### config.mk
export PLATFORM = sky130hd
export DESIGN_NAME = ib_mul_seq
export DESIGN_NICKNAME = d
export VERILOG_FILES = /design/src/rtl/ib_mul_pkg.sv /design/src/rtl/ib_mul_digit.sv /design/src/rtl/ib_mul_seq.sv
export SDC_FILE = /design/constraint.sdc
export NUM_CORES = 1
export LEC_CHECK = 0
export ABC_CLOCK_PERIOD_IN_PS = 11200
export BUFFER_PORTS_ARGS = -buffer_cell sky130_fd_sc_hd__buf_4
export CAP_MARGIN = 20
export CORE_MARGIN = 4
export CORE_UTILIZATION = 50
export DETAILED_ROUTE_END_ITERATION = 7
export GPL_TIMING_DRIVEN = 0
export PLACE_DENSITY = 0.77
export SLEW_MARGIN = 20
export SYNTH_ARGS = -nofsm -noshare
export SYNTH_HDL_FRONTEND = slang
export SYNTH_SLANG_ARGS = --single-unit
### constraint.sdc
create_clock -name i_clk -period 11.2 [get_ports i_clk]
set_input_delay 1.68 -clock i_clk [delete_from_list [all_inputs] [get_ports i_clk]]
set_output_delay 1.68 -clock i_clk [all_outputs]
set_load 0.005 [all_outputs]
### src/rtl/ib_mul_pkg.sv
// Shared types and helpers for the sequential sliced multiplier.
// Latency: n/a (declarations only).
// Backpressure: n/a (declarations only).
package ib_mul_pkg;

    // Controller states: waiting for operands, accumulating digits, holding result
    typedef enum logic [1:0] {
        IDLE = 2'd0,
        BUSY = 2'd1,
        DONE = 2'd2
    } state_t;

    // Number of multiplier digits; guarded so a bad SLICE reaches the elaboration check
    function automatic int digit_count(input int width, input int slice);
        return (slice >= 1) ? (width / slice) : 1;
    endfunction

endpackage

### src/rtl/ib_mul_digit.sv
// Unsigned WIDTH x SLICE partial product of the multiplicand with one multiplier digit.
// Latency: combinational, zero cycles.
// Backpressure: none; pure function of its inputs.
module ib_mul_digit #(
    parameter int WIDTH = 16,
    parameter int SLICE = 4
) (
    input  logic [WIDTH-1:0]       a,
    input  logic [SLICE-1:0]       b,
    output logic [WIDTH+SLICE-1:0] p
);

    localparam int PW = WIDTH + SLICE;

    assign p = PW'(a) * PW'(b);

endmodule

### src/rtl/ib_mul_seq.sv
// Sequential signed/unsigned multiplier consuming SLICE bits of the multiplier per cycle.
// Latency: o_valid rises N = WIDTH/SLICE cycles after the accepting edge.
// Backpressure: result held in DONE until i_ready; no new operands accepted until back in IDLE.
module ib_mul_seq
    import ib_mul_pkg::*;
#(
    parameter int WIDTH = 16,
    parameter int SLICE = 4
) (
    input  logic               i_clk,
    input  logic               i_nrst,
    input  logic               i_valid,
    output logic               o_ready,
    input  logic               i_signed,
    input  logic [WIDTH-1:0]   i_a,
    input  logic [WIDTH-1:0]   i_b,
    output logic               o_valid,
    input  logic               i_ready,
    output logic [2*WIDTH-1:0] o_c
);

    localparam int N  = digit_count(WIDTH, SLICE);
    localparam int CW = (N > 1) ? $clog2(N) : 1;
    localparam int PW = 2 * WIDTH;
    localparam logic [CW-1:0] LAST = CW'(N - 1);

    generate
        if (SLICE < 1 || (WIDTH % SLICE) != 0) begin : g_bad_params
            $error("ib_mul_seq: SLICE must be >= 1 and divide WIDTH");
        end
    endgenerate

    state_t                 state;
    logic [PW-1:0]          acc;
    logic [CW-1:0]          cnt;
    logic [WIDTH-1:0]       mag_a;
    logic [WIDTH-1:0]       mag_b;   // shifted right one digit per BUSY cycle
    logic                   neg;
    logic [WIDTH-1:0]       abs_a;
    logic [WIDTH-1:0]       abs_b;
    logic [WIDTH+SLICE-1:0] prod;
    logic [31:0]            shamt;
    logic [PW-1:0]          acc_next;

    // Operand magnitudes; the most negative value maps to 2^(WIDTH-1) unsigned
    always_comb begin
        abs_a = (i_signed && i_a[WIDTH-1]) ? (~i_a + WIDTH'(1)) : i_a;
        abs_b = (i_signed && i_b[WIDTH-1]) ? (~i_b + WIDTH'(1)) : i_b;
    end

    ib_mul_digit #(
        .WIDTH (WIDTH),
        .SLICE (SLICE)
    ) u_digit (
        .a (mag_a),
        .b (mag_b[SLICE-1:0]),
        .p (prod)
    );

    // Align the current digit product to its weight and add it in
    always_comb begin
        shamt    = 32'(cnt) * 32'(SLICE);
        acc_next = acc + (PW'(prod) << shamt);
    end

    // Controller and datapath state; o_c is only written on completion
    always_ff @(posedge i_clk or negedge i_nrst) begin
        if (!i_nrst) begin
            state <= IDLE;
            acc   <= '0;
            cnt   <= '0;
            mag_a <= '0;
            mag_b <= '0;
            neg   <= 1'b0;
            o_c   <= '0;
        end else begin
            case (state)
                IDLE: begin
                    if (i_valid) begin
                        mag_a <= abs_a;
                        mag_b <= abs_b;
                        neg   <= i_signed & (i_a[WIDTH-1] ^ i_b[WIDTH-1]);
                        acc   <= '0;
                        cnt   <= '0;
                        state <= BUSY;
                    end
                end
                BUSY: begin
                    acc   <= acc_next;
                    mag_b <= mag_b >> SLICE;
                    cnt   <= cnt + CW'(1);
                    if (cnt == LAST) begin
                        o_c   <= neg ? (-acc_next) : acc_next;
                        state <= DONE;
                    end
                end
                DONE: begin
                    if (i_ready) begin
                        state <= IDLE;
                    end
                end
                default: state <= IDLE;
            endcase
        end
    end

    assign o_ready = (state == IDLE);
    assign o_valid = (state == DONE);

endmodule

# ---- Word-level counts from Yosys, hierarchy flattened
# Cells that the tools add are included.
dict set report totals {
  regBits 101
  output_inout_bits 34
  word_cells 45
}
dict set report op_classes {
  n_mux 13
  eq_ne 6
  reduce_logical 8
  n_addsub 5
  bitwise 4
  mul 1
  shifts 1
}
# op n
set ops {}
lappend ops {{$mux 32} 2}
lappend ops {{$pmux 32 s2} 1}
lappend ops {{$mux 16} 3}
lappend ops {{$add 16x1->16 const B} 2}
lappend ops {{$add 32x32->32} 1}
lappend ops {{$neg 32->32} 1}
lappend ops {{$not 16->16} 2}
lappend ops {{$pmux 16 s2} 1}
lappend ops {{$shl 20x4->32} 1}
lappend ops {{$mul 16x4->20} 1}
lappend ops {{$mux 2} 4}
lappend ops {{$pmux 2 s3} 1}
lappend ops {{$reduce_and 2->1} 3}
lappend ops {{$eq 2x2->1 const B} 2}
lappend ops {{$ne 2x2->1 const B} 2}
lappend ops {{$pmux 2 s2} 1}
lappend ops {{$reduce_and 3->1} 1}
lappend ops {{$add 2x1->2 const B} 1}
lappend ops {{$eq 2x1->1 const B} 1}
lappend ops {{$logic_and 1x1->1} 2}
lappend ops {{$logic_not 2->1} 1}
lappend ops {{$ne 2x1->1 const B} 1}
lappend ops {{$reduce_bool 2->1} 1}
lappend ops {{$and 1x1->1} 1}
lappend ops {{$xor 1x1->1} 1}

# ---- Depth between registers and ports, before layout
# Gate-level depths: netlist of the first run.
dict set report logic_depth {
  depth_word 5
  mapped_depth 29
}

# ---- By module
# A second synthesis of the first run with hierarchy kept.
dict set report unflattened {
  hier_cells 1200
  area_unflattened_um2 9791.9
}
# module instances area_per_inst_um2 cells_per_inst seq_area_each_um2
set by_module_without_submodules {}
lappend by_module_without_submodules {ib_mul_seq 1 7703.6 926 2527.4}
lappend by_module_without_submodules {ib_mul_digit 1 2088.3 274 0.0}

# ---- Worst setup path after synthesis of the first run
# No wires, ideal clock.
dict set report synth_path {
  path_kind {register to register}
  startpoint {register mag_b[3]}
  endpoint {register o_c[31]}
  path_buffers 2
  setup_slack_ns 4.825
  setup_ns 0.069
  path_stages_with_launch 29
  period_less_slack_ns 6.375
  t_required_ns 11.131
  arrival_time_ns 6.306
  path_cell_list {dfrtp_1 -> clkbuf_1 -> nand2_1 -> fa_1 -> inv_1 -> fa_1 -> fa_1 -> a21o_1 -> a21oi_1 -> o21bai_1 -> a21o_1 -> a21oi_1 -> o2111ai_1 -> nand2_1 -> xor2_1 -> o21ai_0 -> a21o_1 -> ha_1 -> clkbuf_1 -> nand2_1 -> o21ai_1 -> a221o_1 -> mux2_2 -> a31oi_1 -> o311ai_4 -> o2111ai_1 -> nor2_1 -> a211o_1 -> nand3_1}
}
dict set report synth_via {
  elab_chain_cells 5
}
# item line_no
set synth_rtl {}
lappend synth_rtl {{start: declaration} ib_mul_seq.sv:37} ;# logic [WIDTH-1:0] mag_b;
lappend synth_rtl {{start signal: assignment} ib_mul_seq.sv:81} ;# mag_b <= abs_b;
lappend synth_rtl {{start signal: assignment} ib_mul_seq.sv:90} ;# mag_b <= mag_b >> SLICE;
lappend synth_rtl {{$mul 16x4->20 *} ib_mul_digit.sv:15} ;# assign p = PW'(a) * PW'(b);
lappend synth_rtl {{$shl 20x4->32 *} ib_mul_seq.sv:63} ;# acc_next = acc + (PW'(prod) << shamt);
lappend synth_rtl {{$add 32x32->32 *} ib_mul_seq.sv:63}
lappend synth_rtl {{$neg 32->32} ib_mul_seq.sv:93} ;# o_c <= neg ? (-acc_next) : acc_next;
lappend synth_rtl {{$mux 32 *} ib_mul_seq.sv:93}
lappend synth_rtl {{end signal: assignment} ib_mul_seq.sv:93}
lappend synth_rtl {{end: declaration} ib_mul_seq.sv:19} ;# output logic [2*WIDTH-1:0] o_c
# Mark *: on every way between the ends. The rest lies on a longest branch, timed or not.
# A chain may end at the register's enable or synchronous reset.

# ---- Worst setup path after layout of the first run
dict set report layout_path {
  startpoint {register mag_b[3]}
  endpoint {register o_c[30]}
}
# The elaborated chain is that of the path after synthesis.

==> results.md, run 1 <==
- Outcome: finished clean
- CP max FO: 10
- Die ar.: roughly 21000 um^2
- # setup viols final: 0
- Critical Path Sink Type: flop
- Ant diodes: 0
- Max-cap violations: 0
- Leading cell type in the layout, fill and taps excluded: nand2_1
- Iteration-0 DRC Markers: about 540
- Synthesized area: about 9500 um^2
- Clock sinks: 101
- GP Congestion: approximately 0.94
- Fin crit share: a little under three quarters
- Skew-Pair Late Insertion Delay: 0.36 ns
- Syn-to-layout area delta: 11.7%
- RSZ-0062 raised after global routing: false
- Remaining DRCs: 0
- Share of layout cells above drive strength 1: 10.2%
- Post-CTS Setup Repair Bufs: 0
- DIE WIDTH: 146 um
- IO Port Bufs: 70
- Drt first pass iters: 7
- Post_cts resized: 0
- Commonest non-fill, non-tap cells in the layout: 154 x nand2_1, 104 x o21ai_0, 101 x dfrtp_1, 71 x inv_1, 70 x buf_4
- Hold Fails Final Rpt: 0
- Synth unique cells: 83
- Global-route wire length before repair: between 40000 and 50000 um
- Vias: about 8500
- Synthesized instance count: 1145
- CTS Root Cell: clkbuf_16
- Std-Cell Rows: 50
- Vias in the first global route: around 8400
- Final Skew: between 0.01 and 0.015 ns
- Largest net degree at the start of global routing: 102
- Chip height: 146 um
- Main flop type after synthesis: dfrtp_1
- YS warnings: 0
- CTS tree: done
- Synth Area per Inst: roughly 8.3 um^2
- Final TNS setup: 0 ns
- Critical Path RT: about 11 ns
- CP peak stage delay: 0.55 ns
- Worst path most repeated cell: a21oi_1
- Register area: 2530 um^2
- Pin slew with the least headroom to its limit: 0.897 ns
- Fmax: 125 MHz
- GR Util All Layers: ~23%
- Slowest CP cell: fa_1
- CTS buffer count: 9
- Final net count: approximately 1400
- Multi-input logic area: approximately 6500 um^2
- Hold-fix buffers, CTS: 0
- Slew headroom: about 40%
- Post-synthesis register bit count: 101
- Initial Utilization: 51.0%
- Ports: ~70
- Post-synth EDFFs: 0
- Reg2reg path depth: 28
- Min cycle time layout: approximately 8.0 ns
- Crit start category: flop
- DRT Wirelength: 24600 um
- Final HPWL DP: 19800 um
- H-tree Lvls: 3
- Vias/cell: 5.83
- Post-DRT Antenna Nets: 0
- Fill count: 1725
- Post-synth ARST share: 100%
- Gr ovfl total: 0
- WL per Instance: 16.8 um
- Setup slack, reg-to-reg: 3.21 ns
- Initial antenna violation count: 0
- Setup CP Type: flop to flop
- Syn_nets: 1270
- Worst hold path type: flop to flop
- Arr. time, crit path: 8.21 ns
- Core box area: 18700 um^2
- Clock buffer depth: 2
- Hold path depth: 2
- Clock transition at path regs: 0.07 ns
- Slew Viols, Final: 0
- Post-synthesis sequential area ratio: 26.5%
==> final timing paths <==
path,startpoint,end
min in group asynchronous,i_nrst,acc[18]$_DFFE_PN0P_
worst min-delay path,o_c[13]$_DFFE_PN0P_,o_c[13]$_DFFE_PN0P_
worst max register to register,mag_b[3]$_DFFE_PN0P_,o_c[30]$_DFFE_PN0P_
worst min register to register,o_c[13]$_DFFE_PN0P_,o_c[13]$_DFFE_PN0P_
max in group asynchronous,i_nrst,mag_b[5]$_DFFE_PN0P_
worst max-delay path,mag_b[3]$_DFFE_PN0P_,o_c[30]$_DFFE_PN0P_
==> flip-flops by register name, indices dropped and copies added, names as in the netlist <==
signal  flops
acc        32
cnt         2
mag_a      16
mag_b      16
neg         1
o_c        32
state       2
==> synthesized netlist by cell type, types with 29 or more instances <==
cell	instances	area share [%]
xor2_1	38	3.5
clkbuf_1	47	1.8
ha_1	59	7.7
and2_1	65	4.3
nand3_1	37	1.9
fa_1	29	6.1
xnor2_1	47	4.3
dfrtp_1	101	26
nand2_1	154	6.1
a21oi_1	53	2.8
nor2_1	58	2.3
o21ai_0	104	5.5
inv_1	71	2.8
==> worst max-delay path, delay by kind of cell, from the launching register on <==
family / cells / cell delay [ns]
XOR/XNOR: 3 / 0.83
flip-flops: 1 / 0.51
multiplexers: 1 / 0.28
buffers and inverters: 3 / 0.73
adder cells (fa/ha/maj): 4 / 1.85
AO/OA/AOI/OAI: 11 / 2.40
AND/OR/NAND/NOR: 6 / 1.21
==> routing by layer <==
layer  wire length [um]  global-route usage (%)
met5                  0                       0
met4                782                    8.61
met3               1270                    3.45
met2              11700                    39.4
met1              10900                    29.6
==> layout make-up <==
cell class	instances	share of cell area, %
Buffer	54	2.02
Clock buffer	11	2.18
Clock inverter	5	0.552
Inverter	71	2.50
Multi-Input combinational cell	919	61.3
Sequential cell	101	23.7
Tap cell	234	2.75
Timing Repair Buffer	70	4.97
==> logic make-up (layout without fill, tap and decap cells) <==
kind of cell	after synthesis	after routing	share of synthesized area, %
adder cells (fa/ha/maj)	88	88	13.8
AND/OR/NAND/NOR	392	392	20.2
AO/OA/AOI/OAI	332	332	24.0
flip-flops	101	101	26.5
multiplexers	20	20	2.19
buffers and inverters	125	211	5.05
XOR/XNOR	87	87	8.22
==> stage by stage <==
| stage | cells | instance area [um^2] | setup WS (ns) | utilization [%] | hold slack [ns] |
|---|---|---|---|---|---|
| finish | 1465 | 10700 | 3.21 | 56.9 | 0.479 |
| global route | 1465 | 10700 | 2.69 | 56.9 | 0.510 |
| CTS | 1465 | 10700 | 3.31 | 56.9 | 0.486 |
| detailed placement | 1449 | 10400 | 3.38 | 55.4 | 0.471 |
| global placement | 1449 | 10400 | 3.44 | 55.4 | 0.465 |
| floorplan | 1145 | 9540 | 4.82 | - | 0.456 |
Power of run 1 is not shown: default switching activity piles up to over one toggle a cycle in this logic, so the estimate is an artifact.
==> run 2, diff against run 1 <==
--- a/config.mk
+++ b/config.mk
@@ -5,7 +5,7 @@
 export SDC_FILE = /design/constraint.sdc
 export NUM_CORES = 1
 export LEC_CHECK = 0
-export ABC_CLOCK_PERIOD_IN_PS = 11200
+export ABC_CLOCK_PERIOD_IN_PS = 8000
 export BUFFER_PORTS_ARGS = -buffer_cell sky130_fd_sc_hd__buf_4
 export CAP_MARGIN = 20
 export CORE_MARGIN = 4
==> constraint.sdc (replaced) <==
create_clock -name i_clk -period 8 [get_ports i_clk]
set_input_delay 1.2 -clock i_clk [delete_from_list [all_inputs] [get_ports i_clk]]
set_output_delay 1.2 -clock i_clk [all_outputs]
set_load 0.005 [all_outputs]
==> run 2 against run 1 <==
Cell count unchanged. First-iteration DRC count up 4.9%. Non-clock buffer count unchanged. Setup slack worse by 2.8 ns. Routed wire length up 0.39%. Fmax up 5.4%. Worst hold slack worse by 0.00098 ns. Register-to-register slack worse by 2.8 ns. Sequential cell count unchanged. Critical endpoint is now o_c[29]$_DFFE_PN0P_.
==> results.md, run 2 (synthesis gave the netlist of run 1 again) <==
- Max-cap violations: 0 (unchanged)
- Placed cell count: 1449 (unchanged)
- Vias: 8514 (-0.28%)
- Commonest non-fill, non-tap cells in the layout: 154 x nand2_1, 102 x o21ai_0, 101 x dfrtp_1, 71 x inv_1, 70 x buf_4
- Met1 Resource Use GR: 29.6% (unchanged)
- Arr. time, crit path: 7.81 ns (-0.40 ns)
- Core box area: 18700 um^2 (unchanged)
- CTS Root Cell: clkbuf_16
- Slew Viols, Final: 0 (unchanged)
- Pin slew with the least headroom to its limit: 0.898 ns (+0.00119 ns)
- Crit. Startpoint: mag_b[3]$_DFFE_PN0P_
- Remaining DRCs: 0 (unchanged)
- Drt first pass iters: 5 (-2)
- Clock buffer depth: 2 (unchanged)
- Min cycle time layout: 7.58 ns (-0.406 ns)
- Critical R2R Launch: mag_b[3]$_DFFE_PN0P_
- Critical Path RT: 8.23 ns (-3.19 ns)
- Hold Fails Final Rpt: 0 (unchanged)
- Crit start category: flop
- Outcome: finished clean
- Ports: 71 (unchanged)
- Grt met2 use: 39.4% (unchanged)
- Syn-to-layout area delta: 11.9%
- CP peak stage delay: 0.54 ns (about the same)
- Vias in the first global route: 8363 (unchanged)
- Fmax: 132 MHz (+5.4%)
- WL per Instance: 16.9 um (+0.39%)
- CTS tree: done
- DIE WIDTH: 146 um (unchanged)
- Post-DRT Antenna Nets: 0 (unchanged)
- GP Congestion: 0.939 (unchanged)
- Global-route wire length before repair: 40700 um (unchanged)
- IO Port Bufs: 70 (unchanged)
- Post-route insts no fill: 1465 (unchanged)
- Chip height: 146 um (unchanged)
- CTS buffer count: 9 (unchanged)
- DRT Wirelength: 24700 um (+0.39%)
- Critical Path Sink Type: flop
- Post-CTS Setup Repair Bufs: 0 (unchanged)
- Final TNS setup: 0 ns (unchanged)
- Fin crit share: 94.8% (+23 points)
- Final HPWL DP: 19800 um (unchanged)
- Slowest CP cell: fa_1
- Worst hold path type: flop to flop
- Std-Cell Rows: 50 (unchanged)
- CP max FO: 10 (unchanged)
- Skew-Pair Late Insertion Delay: 0.36 ns (about the same)
- Initial Utilization: 51.0% (unchanged)
- Delay-heaviest family, CP: compound AO/OA/AOI/OAI gates
- H-tree Lvls: 3 (unchanged)
- Iteration-0 DRC Markers: 562 (+4.9%)
- Bufs and invs on worst path: 3 (unchanged)
- RSZ-0062 raised after global routing: false
- Die ar.: 21400 um^2 (unchanged)
- Clock sinks: 101 (unchanged)
- Met3 Use GR: 3.45% (unchanged)
- Ant diodes: 0 (unchanged)
- Clock transition at path regs: 0.08 ns (about the same)
- Initial antenna violation count: 0 (unchanged)
- Setup CP Type: flop to flop
- Leading cell type in the layout, fill and taps excluded: nand2_1
- Gr ovfl total: 0 (unchanged)
- Largest regs: acc: 32 flops, o_c: 32 flops
- Final net count: 1351 (unchanged)
- Share of layout cells above drive strength 1: 10.8% (+0.57 points)
- Largest net degree at the start of global routing: 102 (unchanged)
- # setup viols final: 0 (unchanged)
- GR Util All Layers: 23.0% (unchanged)
- Final Skew: 0.0148 ns (+0.000899 ns)
- Top Usage Layer GRT: met2
- HP Start: o_c[13]$_DFFE_PN0P_
- Slew headroom: 40.1% (-0.080 points)
- Fill count: 1723 (-0.12%)
- Vias/cell: 5.81 (-0.28%)
run 2: what timing repair did:
item | CTS | global route
hold buffers | 0 | 0
gates resized for setup | 0 | 12
setup endpoints to repair | 0 | 13
run 2: area by class of cell:
cell class	instances	area [um^2]	area share, %
multi-input cells	919	6550	61.4
flip-flops and latches	101	2530	23.7
repair buffers	70	529	4.96
well taps	234	293	2.74
inverters	71	267	2.50
clock buffers	11	233	2.18
plain buffers	54	219	2.05
clock inverters	5	58.8	0.551
run 2: tightest hold or removal path: stages (launching register included):
cell	delay, ns
dfrtp_1	0.34
nand2_1	0.05
o21ai_0	0.06
run 2: worst paths after layout:
kind,endpoint,slack [ns],cells past startpoint
hold reg to reg,o_c[13]$_DFFE_PN0P_,0.48,2
setup / recovery,o_c[29]$_DFFE_PN0P_,0.42,26
min in group asynchronous,acc[18]$_DFFE_PN0P_,0.94,1
setup reg to reg,o_c[29]$_DFFE_PN0P_,0.42,26
hold / removal,o_c[13]$_DFFE_PN0P_,0.48,2
max in group asynchronous,mag_b[5]$_DFFE_PN0P_,6.46,1
run 2: layer usage:
layer  vias up  routed length (um)
li1       4196                   -
met3        50                1170
met5         -                   0
met1      4047               11000
met4         0                 710
met2       221               11800
run 2: metrics by stage:
step	hold slack, ns	worst slack, ns	area, um^2	utilization, %
finish	0.478	0.418	10700	57.1
global route	0.510	0.0406	10700	57.1
CTS	0.486	0.115	10700	56.9
detailed placement	0.471	0.178	10400	55.4
global placement	0.465	0.241	10400	55.4
floorplan	0.456	1.62	9540	-
Power of run 2 is left out for the same reason.
==> run 3, diff against run 2 <==
--- a/config.mk
+++ b/config.mk
@@ -8,11 +8,11 @@
 export ABC_CLOCK_PERIOD_IN_PS = 8000
 export BUFFER_PORTS_ARGS = -buffer_cell sky130_fd_sc_hd__buf_4
 export CAP_MARGIN = 20
-export CORE_MARGIN = 4
+export CORE_MARGIN = 5
 export CORE_UTILIZATION = 50
 export DETAILED_ROUTE_END_ITERATION = 7
 export GPL_TIMING_DRIVEN = 0
-export PLACE_DENSITY = 0.77
+export PLACE_DENSITY_LB_ADDON = 0.1
 export SLEW_MARGIN = 20
 export SYNTH_ARGS = -nofsm -noshare
 export SYNTH_HDL_FRONTEND = slang
==> run 3 against run 2 <==
Sequential cell count is the same. Fmax shrank 1.1%. Clock skew shrank 0.0052 ns. Core utilization shrank 0.10 points. Critical path type unchanged.
==> results.md, run 3 (synthesis gave the netlist of run 1 again) <==
- Outcome: finished clean
- Clock sinks: 101 (unchanged)
- Initial antenna violation count: 0 (unchanged)
- Final TNS setup: 0 ns (unchanged)
- Critical Path RT: 8.23 ns (about the same)
- DIE WIDTH: 148 um (+1.4%)
- WL per Instance: 17.3 um (+2.4%)
- Drt first pass iters: 5 (unchanged)
- Arr. time, crit path: 7.90 ns (+0.09 ns)
- Vias: 8369 (-1.7%)
- Crit start category: flop
- Ant diodes: 0 (unchanged)
- GP Congestion: 0.950 (+1.2%)
- H-tree Lvls: 3 (unchanged)
- CTS Root Cell: clkbuf_16
- Post-CTS Setup Repair Bufs: 0 (unchanged)
- Met1 Resource Use GR: 30.7% (+1.1 points)
- Met3 Use GR: 2.68% (-0.76 points)
- Grt met2 use: 40.0% (+0.58 points)
- Final HPWL DP: 20300 um (+2.5%)
- Post-DRT Antenna Nets: 0 (unchanged)
- Critical Path Sink Type: flop
- RSZ-0062 raised after global routing: true
- Share of layout cells above drive strength 1: 11.4% (+0.59 points)
- Ports: 71 (unchanged)
- GR Util All Layers: 23.3% (+0.22 points)
- Clock buffer depth: 2 (unchanged)
- Gr ovfl total: 0 (unchanged)
- Initial Utilization: 50.8% (-0.17 points)
- Global-route wire length before repair: 41300 um (+1.5%)
- Vias/cell: 5.72 (-1.6%)
- Top Usage Layer GRT: met2
- Vias in the first global route: 8127 (-2.8%)
- Slew Viols, Final: 0 (unchanged)
- DRT Wirelength: 25300 um (+2.3%)
- Fin crit share: 95.9% (+1.1 points)
- # setup viols final: 0 (unchanged)
- Std-Cell Rows: 50 (unchanged)
- IO Port Bufs: 70 (unchanged)
- Pin slew with the least headroom to its limit: 0.918 ns (+0.0192 ns)
- Die ar.: 21900 um^2 (+2.8%)
- Syn-to-layout area delta: 12.1%
- Core box area: 18800 um^2 (+0.33%)
- Iteration-0 DRC Markers: 438 (-22%)
- Worst hold path type: flop to flop
- Fmax: 130 MHz (-1.1%)
- Largest regs: acc: 32 flops, o_c: 32 flops
- Remaining DRCs: 0 (unchanged)
- Clock transition at path regs: 0.08 ns (about the same)
- Max-cap violations: 0 (unchanged)
- Chip height: 148 um (+1.4%)
- CTS tree: done
- Hold Fails Final Rpt: 0 (unchanged)
- Largest net degree at the start of global routing: 102 (unchanged)
- Min cycle time layout: 7.67 ns (+0.0881 ns)
- Slew headroom: 38.8% (-1.3 points)
- Leading cell type in the layout, fill and taps excluded: nand2_1
- Fill count: 1796 (+4.2%)
- Commonest non-fill, non-tap cells in the layout: 154 x nand2_1, 102 x o21ai_0, 99 x dfrtp_1, 71 x inv_1, 70 x buf_4
- Setup CP Type: flop to flop
- CP max FO: 10 (unchanged)
- Final net count: 1349 (-0.15%)
- Final Skew: 0.00963 ns (-0.00519 ns)
- CTS buffer count: 9 (unchanged)
- Skew-Pair Late Insertion Delay: 0.36 ns (about the same)
run 3: changes by cell type in the layout (fill, tap and decap cells not counted), moves of 2 or more:
cell and change:
a21oi_1 -2, a21oi_2 +2, clkbuf_1 -3, clkinv_4 +4, clkinvlp_4 -2, dfrtp_1 -2
dfrtp_2 +2, inv_8 +2
run 3: final cells by class:
type                            count  area (um^2)  share of cell area [%]
Clock buffer                        9          225                    2.11
Buffer                             52          210                    1.97
Inverter                           71          267                    2.49
Multi-Input combinational cell    919         6580                    61.5
Tap cell                          234          293                    2.74
Timing Repair Buffer               70          529                    4.95
Sequential cell                   101         2530                    23.7
Clock inverter                      7         66.3                   0.620
run 3: worst max-delay path, stage by stage (launching register included):
cell and delay [ns]:
dfrtp_2 0.46, clkbuf_2 0.25, nand2_1 0.11, fa_1 0.53, inv_1 0.05, fa_1 0.53
fa_1 0.48, a21o_1 0.19, a21oi_1 0.22, o21bai_1 0.11, a21o_1 0.20, a21oi_1 0.33
o211a_1 0.22, o21bai_1 0.09, xor2_1 0.18, mux2i_1 0.28, mux2i_1 0.20, ha_1 0.47
nand2_1 0.15, nor3_1 0.30, nand4_1 0.19, and3_1 0.29, xnor2_1 0.25, a211oi_4 0.28
nand4b_2 0.31, o41ai_2 0.43, xor2_1 0.34, o21ai_1 0.09
run 3: timing repair:
action	CTS	global route
resized for setup	2	13
endpoints found under the setup margin	2	5
hold buffers	0	0
pin swaps	0	1
run 3: worst paths after layout:
| kind | depth (start not counted) | slack (ns) | startpoint | end |
|---|---|---|---|---|
| setup reg to reg | 27 | 0.33 | mag_b[3]$_DFFE_PN0P_ | o_c[29]$_DFFE_PN0P_ |
| hold reg to reg | 2 | 0.48 | o_c[19]$_DFFE_PN0P_ | o_c[19]$_DFFE_PN0P_ |
| min in group asynchronous | 1 | 0.94 | i_nrst | o_c[12]$_DFFE_PN0P_ |
| setup / recovery | 27 | 0.33 | mag_b[3]$_DFFE_PN0P_ | o_c[29]$_DFFE_PN0P_ |
| hold / removal | 2 | 0.48 | o_c[19]$_DFFE_PN0P_ | o_c[19]$_DFFE_PN0P_ |
| max in group asynchronous | 1 | 6.39 | i_nrst | mag_b[1]$_DFFE_PN0P_ |
run 3: through the flow:
step	hold WS, ns	setup slack (ns)	std cells	area, um^2	utilization [%]
floorplan	0.456	1.62	1145	9540	-
global placement	0.464	-0.0326	1449	10400	55.2
detailed placement	0.472	-0.0771	1449	10400	55.2
CTS	0.489	0.0779	1465	10700	56.8
global route	0.509	-0.0170	1463	10700	57.0
finish	0.479	0.330	1463	10700	57.0
run 3: routing by layer:
layer / vias up / share of wire (%)
met5: - / 0
met4: 0 / 2.6
met3: 42 / 3.7
met2: 198 / 48
met1: 3954 / 46
li1: 4175 / -
Power of run 3 is left out for the same reason.
